$ cat config.mk
export PLATFORM = sky130hd
export DESIGN_NAME = req_ack_responder
export DESIGN_NICKNAME = d
export VERILOG_FILES = /design/src/rtl/req_ack_pkg.sv /design/src/rtl/resp_fifo.sv /design/src/rtl/req_ack_responder.sv
export SDC_FILE = /design/constraint.sdc
export NUM_CORES = 1
export LEC_CHECK = 0
export ABC_AREA = 1
export CAP_MARGIN = 40
export CORE_MARGIN = 2
export CORE_UTILIZATION = 55
export CTS_CLUSTER_DIAMETER = 100
export DETAILED_ROUTE_END_ITERATION = 16
export PLACE_DENSITY = 0.88
export SETUP_SLACK_MARGIN = 0.3
export SYNTH_ARGS = -nofsm -noshare
export SYNTH_HDL_FRONTEND = slang
export SYNTH_HIERARCHICAL = 1
export SYNTH_SLANG_ARGS = --single-unit
$ cat constraint.sdc
create_clock -name clk -period 3.4 [get_ports clk]
set_input_delay 0.68 -clock clk [delete_from_list [all_inputs] [get_ports clk]]
set_output_delay 0.68 -clock clk [all_outputs]
set_load 0.02 [all_outputs]
$ cat src/rtl/req_ack_pkg.sv
// Shared definitions for the request/acknowledge responder.
//   resp_state_t : head-of-queue state (IDLE / WAIT / PRESENT)
//   LAT_W        : width of latency configuration and per-entry countdown
//   clamp_lat    : limits a requested latency to the range [lo, hi]
package req_ack_pkg;

    localparam int LAT_W = 3;

    typedef enum logic [1:0] {
        IDLE    = 2'd0,
        WAIT    = 2'd1,
        PRESENT = 2'd2
    } resp_state_t;

    function automatic logic [LAT_W-1:0] clamp_lat(
        input logic [LAT_W-1:0] lat,
        input logic [LAT_W-1:0] lo,
        input logic [LAT_W-1:0] hi
    );
        if (lat < lo) begin
            return lo;
        end else if (lat > hi) begin
            return hi;
        end else begin
            return lat;
        end
    endfunction

endpackage

$ cat src/rtl/resp_fifo.sv
// Request queue with a per-entry latency countdown.
// Ports:
//   clk, rst          : clock, asynchronous active-high reset
//   i_push            : write i_push_data / i_push_cnt at the tail
//   i_push_data       : payload stored with the entry
//   i_push_cnt        : countdown loaded into the new entry
//   i_pop             : retire the head entry
//   o_count           : number of stored entries
//   o_count_next      : entry count after the current edge
//   o_head_data       : payload of the head entry
//   o_head_cnt        : countdown of the head entry
//   o_head_cnt_next   : countdown of the entry that will be head after the edge
// The caller guarantees no push when full and no pop when empty.
module resp_fifo
    import req_ack_pkg::*;
#(
    parameter int DW    = 8,
    parameter int DEPTH = 4
) (
    input  logic                       clk,
    input  logic                       rst,
    input  logic                       i_push,
    input  logic [DW-1:0]              i_push_data,
    input  logic [LAT_W-1:0]           i_push_cnt,
    input  logic                       i_pop,
    output logic [$clog2(DEPTH):0]     o_count,
    output logic [$clog2(DEPTH):0]     o_count_next,
    output logic [DW-1:0]              o_head_data,
    output logic [LAT_W-1:0]           o_head_cnt,
    output logic [LAT_W-1:0]           o_head_cnt_next
);

    localparam int PW = $clog2(DEPTH);
    localparam int CW = PW + 1;

    logic [DW-1:0]                 r_mem [DEPTH];
    logic [DEPTH-1:0][LAT_W-1:0]   r_cnt;
    logic [DEPTH-1:0][LAT_W-1:0]   w_cnt_next;
    logic [PW-1:0]                 r_wr_ptr;
    logic [PW-1:0]                 r_rd_ptr;
    logic [PW-1:0]                 w_rd_ptr_next;
    logic [CW-1:0]                 r_count;

    // Every slot counts down in parallel; the slot being written takes the
    // fresh load value instead. Stale slots simply sit at zero.
    for (genvar gi = 0; gi < DEPTH; gi++) begin : g_cnt
        assign w_cnt_next[gi] = (i_push && (r_wr_ptr == PW'(gi))) ? i_push_cnt :
                                (r_cnt[gi] != '0) ? r_cnt[gi] - 1'b1 : '0;
    end

    assign w_rd_ptr_next   = r_rd_ptr + PW'(i_pop);
    assign o_count_next    = r_count + CW'(i_push) - CW'(i_pop);
    assign o_count         = r_count;
    assign o_head_data     = r_mem[r_rd_ptr];
    assign o_head_cnt      = r_cnt[r_rd_ptr];
    assign o_head_cnt_next = w_cnt_next[w_rd_ptr_next];

    always_ff @(posedge clk or posedge rst) begin
        if (rst) begin
            r_cnt    <= '0;
            r_wr_ptr <= '0;
            r_rd_ptr <= '0;
            r_count  <= '0;
        end else begin
            r_cnt    <= w_cnt_next;
            r_wr_ptr <= r_wr_ptr + PW'(i_push);
            r_rd_ptr <= w_rd_ptr_next;
            r_count  <= o_count_next;
        end
    end

    // Payload storage needs no reset: it is only visible while an entry is valid.
    always_ff @(posedge clk) begin
        if (i_push) begin
            r_mem[r_wr_ptr] <= i_push_data;
        end
    end

endmodule

$ cat src/rtl/req_ack_responder.sv
// Request/acknowledge target. Each accepted request is acknowledged in
// accept order after a per-request latency clamped to [MIN_LAT, MAX_LAT].
// Ports:
//   clk, rst      : clock, asynchronous active-high reset
//   req_valid     : request present
//   req_data      : request payload
//   req_ready     : queue has space (pending < DEPTH)
//   lat_cfg       : requested latency, captured at accept
//   ack_valid     : head entry has expired and is offered
//   ack_data      : payload of the offered entry (0 when not valid)
//   ack_ready     : consumer takes the ack
//   pending       : outstanding request count
//   busy          : pending != 0
//   err_overflow  : sticky, set by a request while full
module req_ack_responder
    import req_ack_pkg::*;
#(
    parameter int DW      = 8,
    parameter int DEPTH   = 4,
    parameter int MIN_LAT = 1,
    parameter int MAX_LAT = 4
) (
    input  logic                   clk,
    input  logic                   rst,
    input  logic                   req_valid,
    input  logic [DW-1:0]          req_data,
    output logic                   req_ready,
    input  logic [LAT_W-1:0]       lat_cfg,
    output logic                   ack_valid,
    output logic [DW-1:0]          ack_data,
    input  logic                   ack_ready,
    output logic [$clog2(DEPTH):0] pending,
    output logic                   busy,
    output logic                   err_overflow
);

    localparam int CW = $clog2(DEPTH) + 1;

    logic [LAT_W-1:0] w_lat;
    logic             w_push;
    logic             w_pop;
    logic [CW-1:0]    w_count;
    logic [CW-1:0]    w_count_next;
    logic [DW-1:0]    w_head_data;
    logic [LAT_W-1:0] w_head_cnt;
    logic [LAT_W-1:0] w_head_cnt_next;
    logic             r_err;
    resp_state_t      r_state;
    resp_state_t      w_state_next;

    assign w_lat  = clamp_lat(lat_cfg, LAT_W'(MIN_LAT), LAT_W'(MAX_LAT));
    assign w_push = req_valid && req_ready;
    assign w_pop  = ack_valid && ack_ready;

    resp_fifo #(
        .DW    (DW),
        .DEPTH (DEPTH)
    ) u_fifo (
        .clk             (clk),
        .rst             (rst),
        .i_push          (w_push),
        .i_push_data     (req_data),
        .i_push_cnt      (w_lat - 1'b1),
        .i_pop           (w_pop),
        .o_count         (w_count),
        .o_count_next    (w_count_next),
        .o_head_data     (w_head_data),
        .o_head_cnt      (w_head_cnt),
        .o_head_cnt_next (w_head_cnt_next)
    );

    // Full is judged on the current count only: a pop in the same cycle
    // does not open a slot for the incoming request.
    assign req_ready    = (w_count != CW'(DEPTH));
    assign ack_valid    = (w_count != '0) && (w_head_cnt == '0);
    assign ack_data     = ack_valid ? w_head_data : '0;
    assign pending      = w_count;
    assign busy         = (w_count != '0);
    assign err_overflow = r_err;

    always_ff @(posedge clk or posedge rst) begin
        if (rst) begin
            r_err <= 1'b0;
        end else if (req_valid && !req_ready) begin
            r_err <= 1'b1;
        end
    end

    // Head tracker; mirrors what the queue head is doing for observation.
    always_ff @(posedge clk or posedge rst) begin
        if (rst) begin
            r_state <= IDLE;
        end else begin
            r_state <= w_state_next;
        end
    end

    always_comb begin
        w_state_next = r_state;
        case (r_state)
            IDLE: begin
                if (w_push) begin
                    w_state_next = (w_lat == LAT_W'(1)) ? PRESENT : WAIT;
                end
            end
            WAIT: begin
                if (w_head_cnt_next == '0) begin
                    w_state_next = PRESENT;
                end
            end
            PRESENT: begin
                if (w_pop) begin
                    if (w_count_next == '0) begin
                        w_state_next = IDLE;
                    end else if (w_head_cnt_next == '0) begin
                        w_state_next = PRESENT;
                    end else begin
                        w_state_next = WAIT;
                    end
                end
            end
            default: w_state_next = IDLE;
        endcase
    end

endmodule

==> metrics list, run 1 <==
- Result of the run: complete, no violations
* Count of buffer and inverter cells on the critical path: 3
- The smallest clock period supported by the final layout is computed as 2.93 ns.
- CP Max Fanout: 12
- The number of antenna violations at the first check in global routing is 0.
- Peak ir drop on the vdd network: 388 uV
- The path class of the tightest hold or removal check is reg2reg.
- Of the cells placed in the final design, the portion with a size suffix greater than 1 is 7.39%.
- Layout Nets: 311
- For this block, wires on met1 add up to 2030 um.
- In the routed layout, each cell is associated on average with a via count of 5.27.
- The cell that appears most often on the critical path is a21oi_1.
- A synthesized cell averages 9.94 um^2.
- Period utilization: 86.1%
- The worst setup path is launched from a register.
- In this run, post-CTS hold repair placed 0 buffers.
* Starting Density: 56.6%
* Width of the chip: 70.7 um
- The number of max-slew violations in the final report was 0.
- For the worst setup path, the data required time is 2.72 ns.
* # setup viols final: 0
- Total CTS buffers: 5
- Measured against its own limit, the worst slew margin works out to 50.2%.
* Syn. warnings: 6
* Clock latency at the later pin of the worst-skew pair: 0.31 ns
* RSZ-0062 raised after global routing: false
* Area of the mapped netlist: 2450 um^2
- For this run the aggregate overflow at the end of global routing stands at 0.
- Minimum setup slack after placement: 0.524 ns
* Number of port buffers: 29
- Multi-input logic area: 815 um^2
- Core Footprint: 4320 um^2
- Cell chosen for the clock root: clkbuf_8
* Iteration-0 DRC Markers: 213
- Layout-stage area growth over the synthesis result: 20.2%
* Setup TNS Final: 0 ns
- After detailed routing, the number of remaining DRC violations is 0.
- Once detail routing completed, the nets flagged for antenna violations numbered 0.
* # clock sinks: 52
- Highest routed metal layer: met4
* Die area: 5000 um^2
- Number of H-tree levels: 2
* Via count of the first global-routing pass: 1675
- In the detailed route, the total length drawn on met3 is 258 um.
- Walking the worst path, the cells encountered are inv_4 > o21ai_1 > a21oi_1 > a21oi_1 > nor2_4 > nand2_4 > inv_1 > clkdlybuf4s50_1.
- The critical path is of the reg2out type.
- The number of failing hold endpoints at the final stage was 0.
* Last weighted congestion value of the routability-driven placer: 0.824
- Number of diodes added for antenna fixing: 0
* Row cnt: 24
* Max stage delay on crit path: 0.59 ns
- After technology mapping, the gate count stands at 246.
- The first global-routing pass estimated 7900 um of wire.
- Cell with the biggest individual delay on the critical path: clkdlybuf4s50_1
* Maximum number of pins on one net before global-route repair: 23
* Reg area: 1460 um^2
- Global routing consumed, over all layers together, 21.2% of the routing resources.
- Power spread over the standard cell area amounts to 921 nW/um^2.
- Final hold analysis gives a worst-case slack of 0.479 ns.
* Delay-heaviest family, CP: buffers and inverters
- Clock-pin slew was measured on the worst setup and hold paths at 0.09 ns.
- The worst setup path is captured at an output pin.
- Worst clock skew: 0.0112 ns
- Met2 wire len: 2500 um
* Arrival time worst endpoint: 2.25 ns
- Max-capacitance violation count: 0
* First-pass detailed-route iteration total: 4
- Layout filler cell count: 333
* Dpl hpwl: 3260 um
- Based on the critical path, the design can be clocked at up to 342 MHz.
- CTS tree: yes
- Final WL: 4910 um
* Leakage power total: 1.41 nW
- Via count: 1771
- For the pin with the worst max-slew slack, the measured transition is 0.747 ns.
* Routed length per instance: 14.6 um
- Final critical-path setup slack: 0.473 ns
* Number of buffers between clock root and the deepest sink: 2
- Number of top-level pins: 30
* Vertical die dimension: 70.7 um
stage by stage:
step | area, um^2 | instances | power, mW | util, %
final | 2940 | 336 | 2.71 | 68.0
after global routing | 2940 | 336 | 2.91 | 68.0
after CTS | 2920 | 336 | 2.72 | 67.4
after detailed placement | 2800 | 325 | 2.33 | 64.8
after global placement | 2800 | 325 | 2.25 | 64.8
after floorplan | 2450 | 248 | 1.86 | -
power breakdown:
group | switching [mW] | internal [mW] | leakage, nW | total, mW
Combinational | 0.798 | 0.539 | 0.832 | 1.34
Sequential | 0.150 | 0.871 | 0.540 | 1.02
Clock | 0.203 | 0.147 | 0.0414 | 0.349
layout make-up:
| class | instances | share of cell area [%] |
|---|---|---|
| clock inverter | 2 | 0.553 |
| tap | 52 | 2.21 |
| multi-input combinational | 149 | 27.7 |
| clock buffer | 6 | 2.47 |
| sequential | 52 | 49.8 |
| inverter | 41 | 5.45 |
| timing repair buffer | 34 | 11.8 |
registers in the layout, summed over array words and instances, names as in the netlist:
register	flops
u_fifo/o_count	3
u_fifo/r_rd_ptr	2
u_fifo/r_mem	32
err_overflow	1
u_fifo/r_wr_ptr	2
u_fifo/r_cnt	12
worst paths after layout:
| kind | start | end | slack (ns) | cells after the start |
|---|---|---|---|---|
| setup / recovery | u_fifo/r_rd_ptr[1]$_DFF_PP0_ | ack_valid | 0.47 | 8 |
| hold / removal | err_overflow$_DFFE_PP0P_ | err_overflow$_DFFE_PP0P_ | 0.48 | 1 |
| setup reg to reg | u_fifo/r_rd_ptr[0]$_DFF_PP0_ | u_fifo/o_count[2]$_DFF_PP0_ | 0.60 | 13 |
| hold reg to reg | err_overflow$_DFFE_PP0P_ | err_overflow$_DFFE_PP0P_ | 0.48 | 1 |
| max in group asynchronous | rst | u_fifo/r_rd_ptr[1]$_DFF_PP0_ | 2.05 | 2 |
| min in group asynchronous | rst | err_overflow$_DFFE_PP0P_ | 0.53 | 2 |
placed cells by master (no fill, tap or decap):
master / count
nand2_2: 1
o21bai_1: 1
clkbuf_8: 5
dfrtp_1: 19
nor2_4: 2
inv_1: 38
inv_4: 1
conb_1: 3
edfxtp_1: 32
and2_1: 4
nand3_1: 8
nor2_1: 36
fa_1: 1
o22ai_1: 10
inv_2: 1
a21oi_1: 4
clkbuf_1: 1
dlymetal6s2s_1: 8
nor2_2: 1
nand4_1: 1
nand2_4: 1
clkdlybuf4s50_1: 21
buf_4: 5
o21ai_1: 3
o21ai_0: 21
xnor2_1: 2
dfrtp_2: 1
clkinvlp_4: 2
nand2_1: 36
clkinv_4: 1
xor2_1: 2
ha_1: 12
per-layer routing:
metal	global-route usage [%]	vias up
li1	-	862
met1	27.5	834
met2	33.7	66
met3	6.27	9
met4	8.60	0
met5	0	-
what timing repair did:
item | 4_1_cts | 5_1_grt
buffers inserted | 3 | 0
gates resized for setup | 3 | 10
pin swaps | 0 | 0
endpoints found under the setup margin | 9 | 9
gates cloned | 0 | 0
Power figures use the tool's default switching activity.
==> inputs of run 2 (changes only) <==
--- a/config.mk
+++ b/config.mk
@@ -11,7 +11,7 @@
 export CORE_UTILIZATION = 55
 export CTS_CLUSTER_DIAMETER = 100
 export DETAILED_ROUTE_END_ITERATION = 16
-export PLACE_DENSITY = 0.88
+export PLACE_DENSITY = 0.79
 export SETUP_SLACK_MARGIN = 0.3
 export SYNTH_ARGS = -nofsm -noshare
 export SYNTH_HDL_FRONTEND = slang
==> run 2 against run 1 <==
  * Sequential cell count unchanged
  * First-iteration DRC count down 62%
  * Register-to-register slack gained 0.16 ns
  * Hold slack better by 0.013 ns
  * Via count fell by 2.7%
  * Wire length decreased by 6.1%
  * Critical endpoint is now ack_data[6]
  * Highest routed layer unchanged
==> metrics list, run 2 (synthesis results as in run 1) <==
* Internal reg-to-reg setup slack: 0.76 ns
- Number of H-tree levels: 2
- CTS tree: yes
- For this run, the slowest stage of the critical path takes 0.60 ns.
- GRT Resource Usage Total: 20.0%
* Reg-to-reg startpoint: u_fifo/r_rd_ptr[1]$_DFF_PP0_
- Row cnt: 24
* Proportion of power drawn by flip-flops and latches: 36.0%
* Period utilization: 86.6%
* Area after DPL: 2800 um^2
* Clock transition at path regs: 0.09 ns
- Data on the critical path is required at its endpoint by 2.72 ns.
* Width of the chip: 70.7 um
- Transition time at the pin with the least slew margin: 0.719 ns
* Number of diodes added for antenna fixing: 0
- Clock group share of total power: 17.3%
- Max-capacitance violation count: 0
* Remaining DRCs: 0
- Once detailed placement completed, the half-perimeter wirelength came to 3090 um.
- The worst hold path terminates at err_overflow$_DFFE_PP0P_.
- Classification of the worst setup path: reg2out
- Total Power Consumption: 2.83 mW
- Arrival time worst endpoint: 2.26 ns
* Number of top-level pins: 30
- Time the final worst path needs with I/O delays and setup: 2.94 ns
- Minimum setup slack after placement: 0.593 ns
* Leakage power total: 1.31 nW
* Layout filler cell count: 347
- In the final timing run, aggregate negative setup slack is 0 ns.
- Buffers inserted during clock tree synthesis total 5.
- The critical path goes through clkinvlp_4 > o21ai_0 > o22ai_1 > inv_1 > nand2_1 > nor2_4 > nand2_4 > nor2_1 > clkdlybuf4s50_1.
* Hold/Removal Path Class: reg2reg
- Switching power share of the total: 39.4%
* Combinational share of power: 46.7%
* Vertical die dimension: 70.7 um
- The post-route netlist has 7.72% of its cells at a drive strength greater than 1.
- Number of buffers between clock root and the deepest sink: 2
- For this design, the sink count on the clock tree is 52.
- Maximum frequency from static timing analysis: 340 MHz
- Maximum number of pins on one net before global-route repair: 23
- The floorplan step defined a core boundary enclosing 4320 um^2.
- Hold timing on the final database bottoms out at a slack of 0.492 ns.
* Final critical-path setup slack: 0.456 ns
- Number of port buffers: 29
* Most frequent standard cell in the layout excluding fill and tap cells: inv_1
- Final design area excluding fillers: 2970 um^2
- For this block, the initial DRC count from the detailed router was 81.
* Final hold vios: 0
* Via-to-Cell Ratio: 5.11
* Count of placed standard cells including taps: 325
* Result of the run: complete, no violations
* Global-route wire length before repair: 7680 um
- In the final design database the tool counted 312 nets.
* Die area: 5000 um^2
- The number of max-slew violations in the final report was 0.
- Once layout is complete, the utilization of the core stands at 68.7%.
- Via count of the first global-routing pass: 1678
* Top library cells by usage in the layout, fill and taps aside: 38 x inv_1, 36 x nand2_1, 36 x nor2_1
- The final route contains 1723 vias.
- Setup violations remaining at the end of the flow were counted as 0.
* Worst clock skew: 0.00813 ns
* Worst Hold Depth: 1
- Internal power of the cells: 1.72 mW
* Non-filler cells in the finished layout: 337
- GRT overflow: 0
- In this run the power spent charging and discharging nets is 1.11 mW.
- For this block, the routed nets add up to 4610 um of wire.
- Before antenna repair, the detailed router went through 4 iterations.
- STA classifies the critical path endpoint as an output pin.
* RSZ-0062 raised after global routing: false
- The detail route stage leaves a number of antenna-violating nets equal to 0.
- Setup crit start kind: register
- Layout-stage area growth over the synthesis result: 21.5%
* Critical register-to-register path endpoint: u_fifo/o_count[2]$_DFF_PP0_
* Startpoint of the worst hold path: err_overflow$_DFFE_PP0P_
- CP Max Fanout: 12
- Routed length per instance: 13.7 um
* Peak ir drop on the vdd network: 494 uV
* Number of antenna violations at the first check in global routing: 0
* R2R depth: 13
* Relative slew slack: 52.0%
- Cell chosen for the clock root: clkbuf_8
* Clock latency at the later pin of the worst-skew pair: 0.30 ns
- In this run the power density over the cells is 952 nW/um^2.
* Flip-flop count of the largest register after layout: 32
- At the end of routability-driven placement, the weighted congestion stood at 0.778.
* Cell with the biggest individual delay on the critical path: clkdlybuf4s50_1
* Starting Density: 56.6%
- Largest register by flop count: u_fifo/r_mem
==> run 2: cell count changes in the layout (fill, tap and decap cells not counted) <==
| cell | change |
|---|---|
| buf_4 | +1 |
| clkinv_4 | -1 |
| o21ai_1 | -1 |
| inv_4 | -1 |
| dlymetal6s2s_1 | -8 |
| clkdlybuf4s50_1 | +8 |
| o21ai_0 | +1 |
| bufinv_16 | +2 |
==> run 2: power by group through the flow <==
stage / Sequential, mW / Clock (mW) / Combinational, mW
floorplan: 1.01 / 0 / 0.848
global placement: 1.01 / 0 / 1.25
detailed placement: 1.02 / 0 / 1.29
CTS: 1.01 / 0.496 / 1.29
global route: 1.04 / 0.516 / 1.49
finish: 1.02 / 0.489 / 1.32
==> run 2: timing repair <==
| action | CTS | global route |
|---|---|---|
| endpoints found under the setup margin | 7 | 9 |
| hold buffers | 0 | 0 |
| hold endpoints to repair | 0 | 0 |
| buffers inserted | 0 | 4 |
| resized for setup | 1 | 2 |
| gates cloned | 0 | 0 |
==> run 2: area by class of cell <==
type | instances | area, um^2 | area share [%]
Clock buffer | 6 | 72.6 | 2.44
Clock inverter | 2 | 60.1 | 2.02
Inverter | 41 | 161 | 5.43
Multi-Input combinational cell | 149 | 815 | 27.4
Sequential cell | 52 | 1460 | 49.2
Tap cell | 52 | 65.1 | 2.19
Timing Repair Buffer | 35 | 335 | 11.3
==> run 2: worst max-delay path, delay by kind of cell (launching register included) <==
family / cells / cell delay (ns)
buf+inv: 3 / 0.85
flops: 1 / 0.52
simple gates: 4 / 0.39
compound gates: 2 / 0.20
==> run 2: worst max path at each step <==
stage / to / startpoint / cells past startpoint / slack [ns]
after floorplan: u_fifo/o_count[2]$_DFF_PP0_ / u_fifo/r_rd_ptr[0]$_DFF_PP0_ / 15 / 0.88
final: ack_data[6] / u_fifo/r_rd_ptr[1]$_DFF_PP0_ / 9 / 0.46
after CTS: ack_data[5] / u_fifo/r_rd_ptr[1]$_DFF_PP0_ / 8 / 0.36
after global routing: ack_data[2] / u_fifo/r_rd_ptr[0]$_DFF_PP0_ / 9 / 0.26
after detailed placement: u_fifo/o_count[2]$_DFF_PP0_ / u_fifo/r_rd_ptr[1]$_DFF_PP0_ / 13 / 0.59
after global placement: u_fifo/r_cnt[10]$_DFF_PP0_ / req_valid / 7 / 0.65
==> run 2: routing by layer <==
metal	routed length [um]	global-route usage (%)	part of all wire [%]	up-vias
met2	2330	32.5	51	35
met1	2100	26.2	46	822
met4	41	8.81	0.89	0
met3	136	3.99	3.0	2
met5	0	0	0	-
li1	-	-	-	864
==> inputs of run 3 (changes only) <==
--- a/config.mk
+++ b/config.mk
@@ -7,11 +7,13 @@
 export LEC_CHECK = 0
 export ABC_AREA = 1
 export CAP_MARGIN = 40
+export CELL_PAD_IN_SITES_DETAIL_PLACEMENT = 0
+export CELL_PAD_IN_SITES_GLOBAL_PLACEMENT = 2
 export CORE_MARGIN = 2
-export CORE_UTILIZATION = 55
+export CORE_UTILIZATION = 35
 export CTS_CLUSTER_DIAMETER = 100
 export DETAILED_ROUTE_END_ITERATION = 16
-export PLACE_DENSITY = 0.79
+export PLACE_DENSITY_LB_ADDON = 0.1
 export SETUP_SLACK_MARGIN = 0.3
 export SYNTH_ARGS = -nofsm -noshare
 export SYNTH_HDL_FRONTEND = slang
==> run 3 against run 2 <==
  * Clock power shrank 31%
  * Hold slack lost 0.015 ns
  * Clock-buffer cell count is the same
  * Register-to-register slack lost 0.03 ns
  * First-iteration DRC count grew 8.6%
  * Global-route usage shrank 5.9 points
  * Critical path depth is the same
  * Non-clock buffer count grew 1
  * Worst setup slack gained 0.052 ns
  * Largest cell class unchanged
  * Largest power group unchanged
  * Highest routed layer unchanged
==> metrics list, run 3 (synthesis results as in run 1) <==
* Core Footprint: 6790 um^2
- Summing over every cut layer, the via total after detailed routing is 1693.
* # setup viols final: 0
- Buffers inserted to repair hold after CTS numbered 0.
- The first global-routing pass estimated 8090 um of wire.
* Maximum number of pins on one net before global-route repair: 23
* Width of the chip: 87.6 um
- Iteration-0 DRC Markers: 88
* Final critical-path setup slack: 0.508 ns
- Vertical die dimension: 87.6 um
- Along the worst path, the maximum fanout reaches 22.
- The register with the most flip-flops in the layout has 32 of them.
- Dpl hpwl: 3390 um
* Max-capacitance violation count: 0
- Worst endpoint required time: 2.72 ns
* Endpoint type of the worst setup path: output pin
- The tree is rooted in a clkbuf_8.
* Relative slew slack: 65.1%
* Fin. max-slew vios: 0
* Power density of the placed cells: 884 nW/um^2
- Number of buffers between clock root and the deepest sink: 2
- The routed design has 4890 um of wire.
* RSZ-0062 raised after global routing: false
* Clock latency at the later pin of the worst-skew pair: 0.30 ns
- CTS tree: yes
* Largest register by flop count: u_fifo/r_mem
- Count of placed standard cells including taps: 371
- Counting instances, the worst hold path has a depth of 1.
* Final hold vios: 0
- Via count of the first global-routing pass: 1679
* Setup TNS Final: 0 ns
- R2R depth: 14
- The initial utilization of the core area, before any placement, comes to 36.0%.
- # clock sinks: 52
- Number of diodes added for antenna fixing: 0
- Layout-stage area growth over the synthesis result: 23.2%
* Routed length per instance: 12.8 um
* Last weighted congestion value of the routability-driven placer: 0.738
* Transition time at the pin with the least slew margin: 0.523 ns
- During placement, the flow inserted port buffers numbering 29.
* Layout cell share with drive strength beyond 1: 8.04%
- TritonCTS created 5 clock buffers.
- The tightest min-delay check is of the reg2reg type.
- Final design area excluding fillers: 3010 um^2
- The floorplan step defined a die boundary enclosing 7670 um^2.
* Worst clock skew: 0.00847 ns
- Based on the critical path, the design can be clocked at up to 346 MHz.
- Time the final worst path needs with I/O delays and setup: 2.89 ns
- CTS built an H-tree with a depth of 2.
- In the finished design, the share of the clock period the worst path needs comes to 85.1%.
- Using the TritonRoute via totals, the vias-per-cell ratio works out to 4.43.
* Result of the run: complete, no violations
- For this run, design rule violations remaining after detail routing come to 0.
* Non-filler cells in the finished layout: 382
- The library cell used most frequently in the layout, excluding fill and tap cells, is inv_1.
- After global routing the overflow that remains totals 0.
- The net count of the finished layout is 313.
- The worst-case IR drop observed on VDD is 239 uV.
- The number of antenna violations at the first check in global routing was 0.
- Clock-pin slew was measured on the worst setup and hold paths at 0.08 ns.
- Arrival time worst endpoint: 2.21 ns
- The first TritonRoute pass finished after 4 iterations.
* Top library cells by usage in the layout, fill and taps aside: 38 x inv_1, 36 x nand2_1, 36 x nor2_1
- GRT Resource Usage Total: 14.1%
- Area after DPL: 2880 um^2
- The setup path with the least slack is of type reg2out.
- The count of nets left with antenna violations once routing finished came out at 0.
* Minimum setup slack after placement: 0.472 ns
* Utilization after layout: 44.3%
- Setup crit start kind: register
- During I/O placement, the number of pins put on the boundary was 30.
- Summed over all cells, the static leakage comes to 1.43 nW.
- Row cnt: 30
[run 3: path summary, 6_finish.rpt]
kind	slack (ns)	startpoint	to
worst max-delay path	0.51	u_fifo/r_rd_ptr[0]$_DFF_PP0_	ack_valid
worst min-delay path	0.48	err_overflow$_DFFE_PP0P_	err_overflow$_DFFE_PP0P_
worst max register to register	0.73	u_fifo/r_rd_ptr[0]$_DFF_PP0_	u_fifo/o_count[2]$_DFF_PP0_
worst min register to register	0.48	err_overflow$_DFFE_PP0P_	err_overflow$_DFFE_PP0P_
max in group asynchronous	2.27	rst	u_fifo/r_cnt[4]$_DFF_PP0_
min in group asynchronous	0.53	rst	err_overflow$_DFFE_PP0P_
[run 3: where the power goes]
group	switching, mW	internal, mW	leakage [nW]
Combinational	0.775	0.534	0.845
Clock	0.193	0.144	0.0412
Sequential	0.146	0.870	0.540
Total	1.11	1.55	1.43
[run 3: per-stage QoR]
step / hold WS, ns / total power [mW]
after floorplan: 0.409 / 1.86
after global placement: 0.466 / 2.34
after detailed placement: 0.462 / 2.34
after CTS: 0.482 / 2.71
after global routing: 0.506 / 2.89
final: 0.477 / 2.66
[run 3: final cells by class]
class                   instances  area, um^2
multi-input cells             149         815
well taps                      96         120
clock inverters                 2        12.5
repair buffers                 36         370
clock buffers                   6        72.6
fillers                       670        3780
inverters                      41         160
flip-flops and latches         52        1460
[run 3: critical path, stage by stage (launching register included)]
cell	delay (ns)
dfrtp_1	0.41
buf_4	0.23
o21ai_0	0.17
o22ai_1	0.09
inv_1	0.05
nand2_1	0.08
nor2_4	0.11
nand2_4	0.11
inv_1	0.07
clkdlybuf4s50_1	0.59
[run 3: what timing repair did]
action,CTS,global route
endpoints found under the setup margin,9,9
gates cloned,0,0
resized for setup,3,9
setup buffers,3,0
[run 3: routing by layer]
metal	global-route usage, %	vias up	routed length [um]
met5	0	-	0
met1	18.5	802	2400
met3	2.83	5	127
met4	4.76	0	58
li1	-	862	-
met2	23.3	24	2300
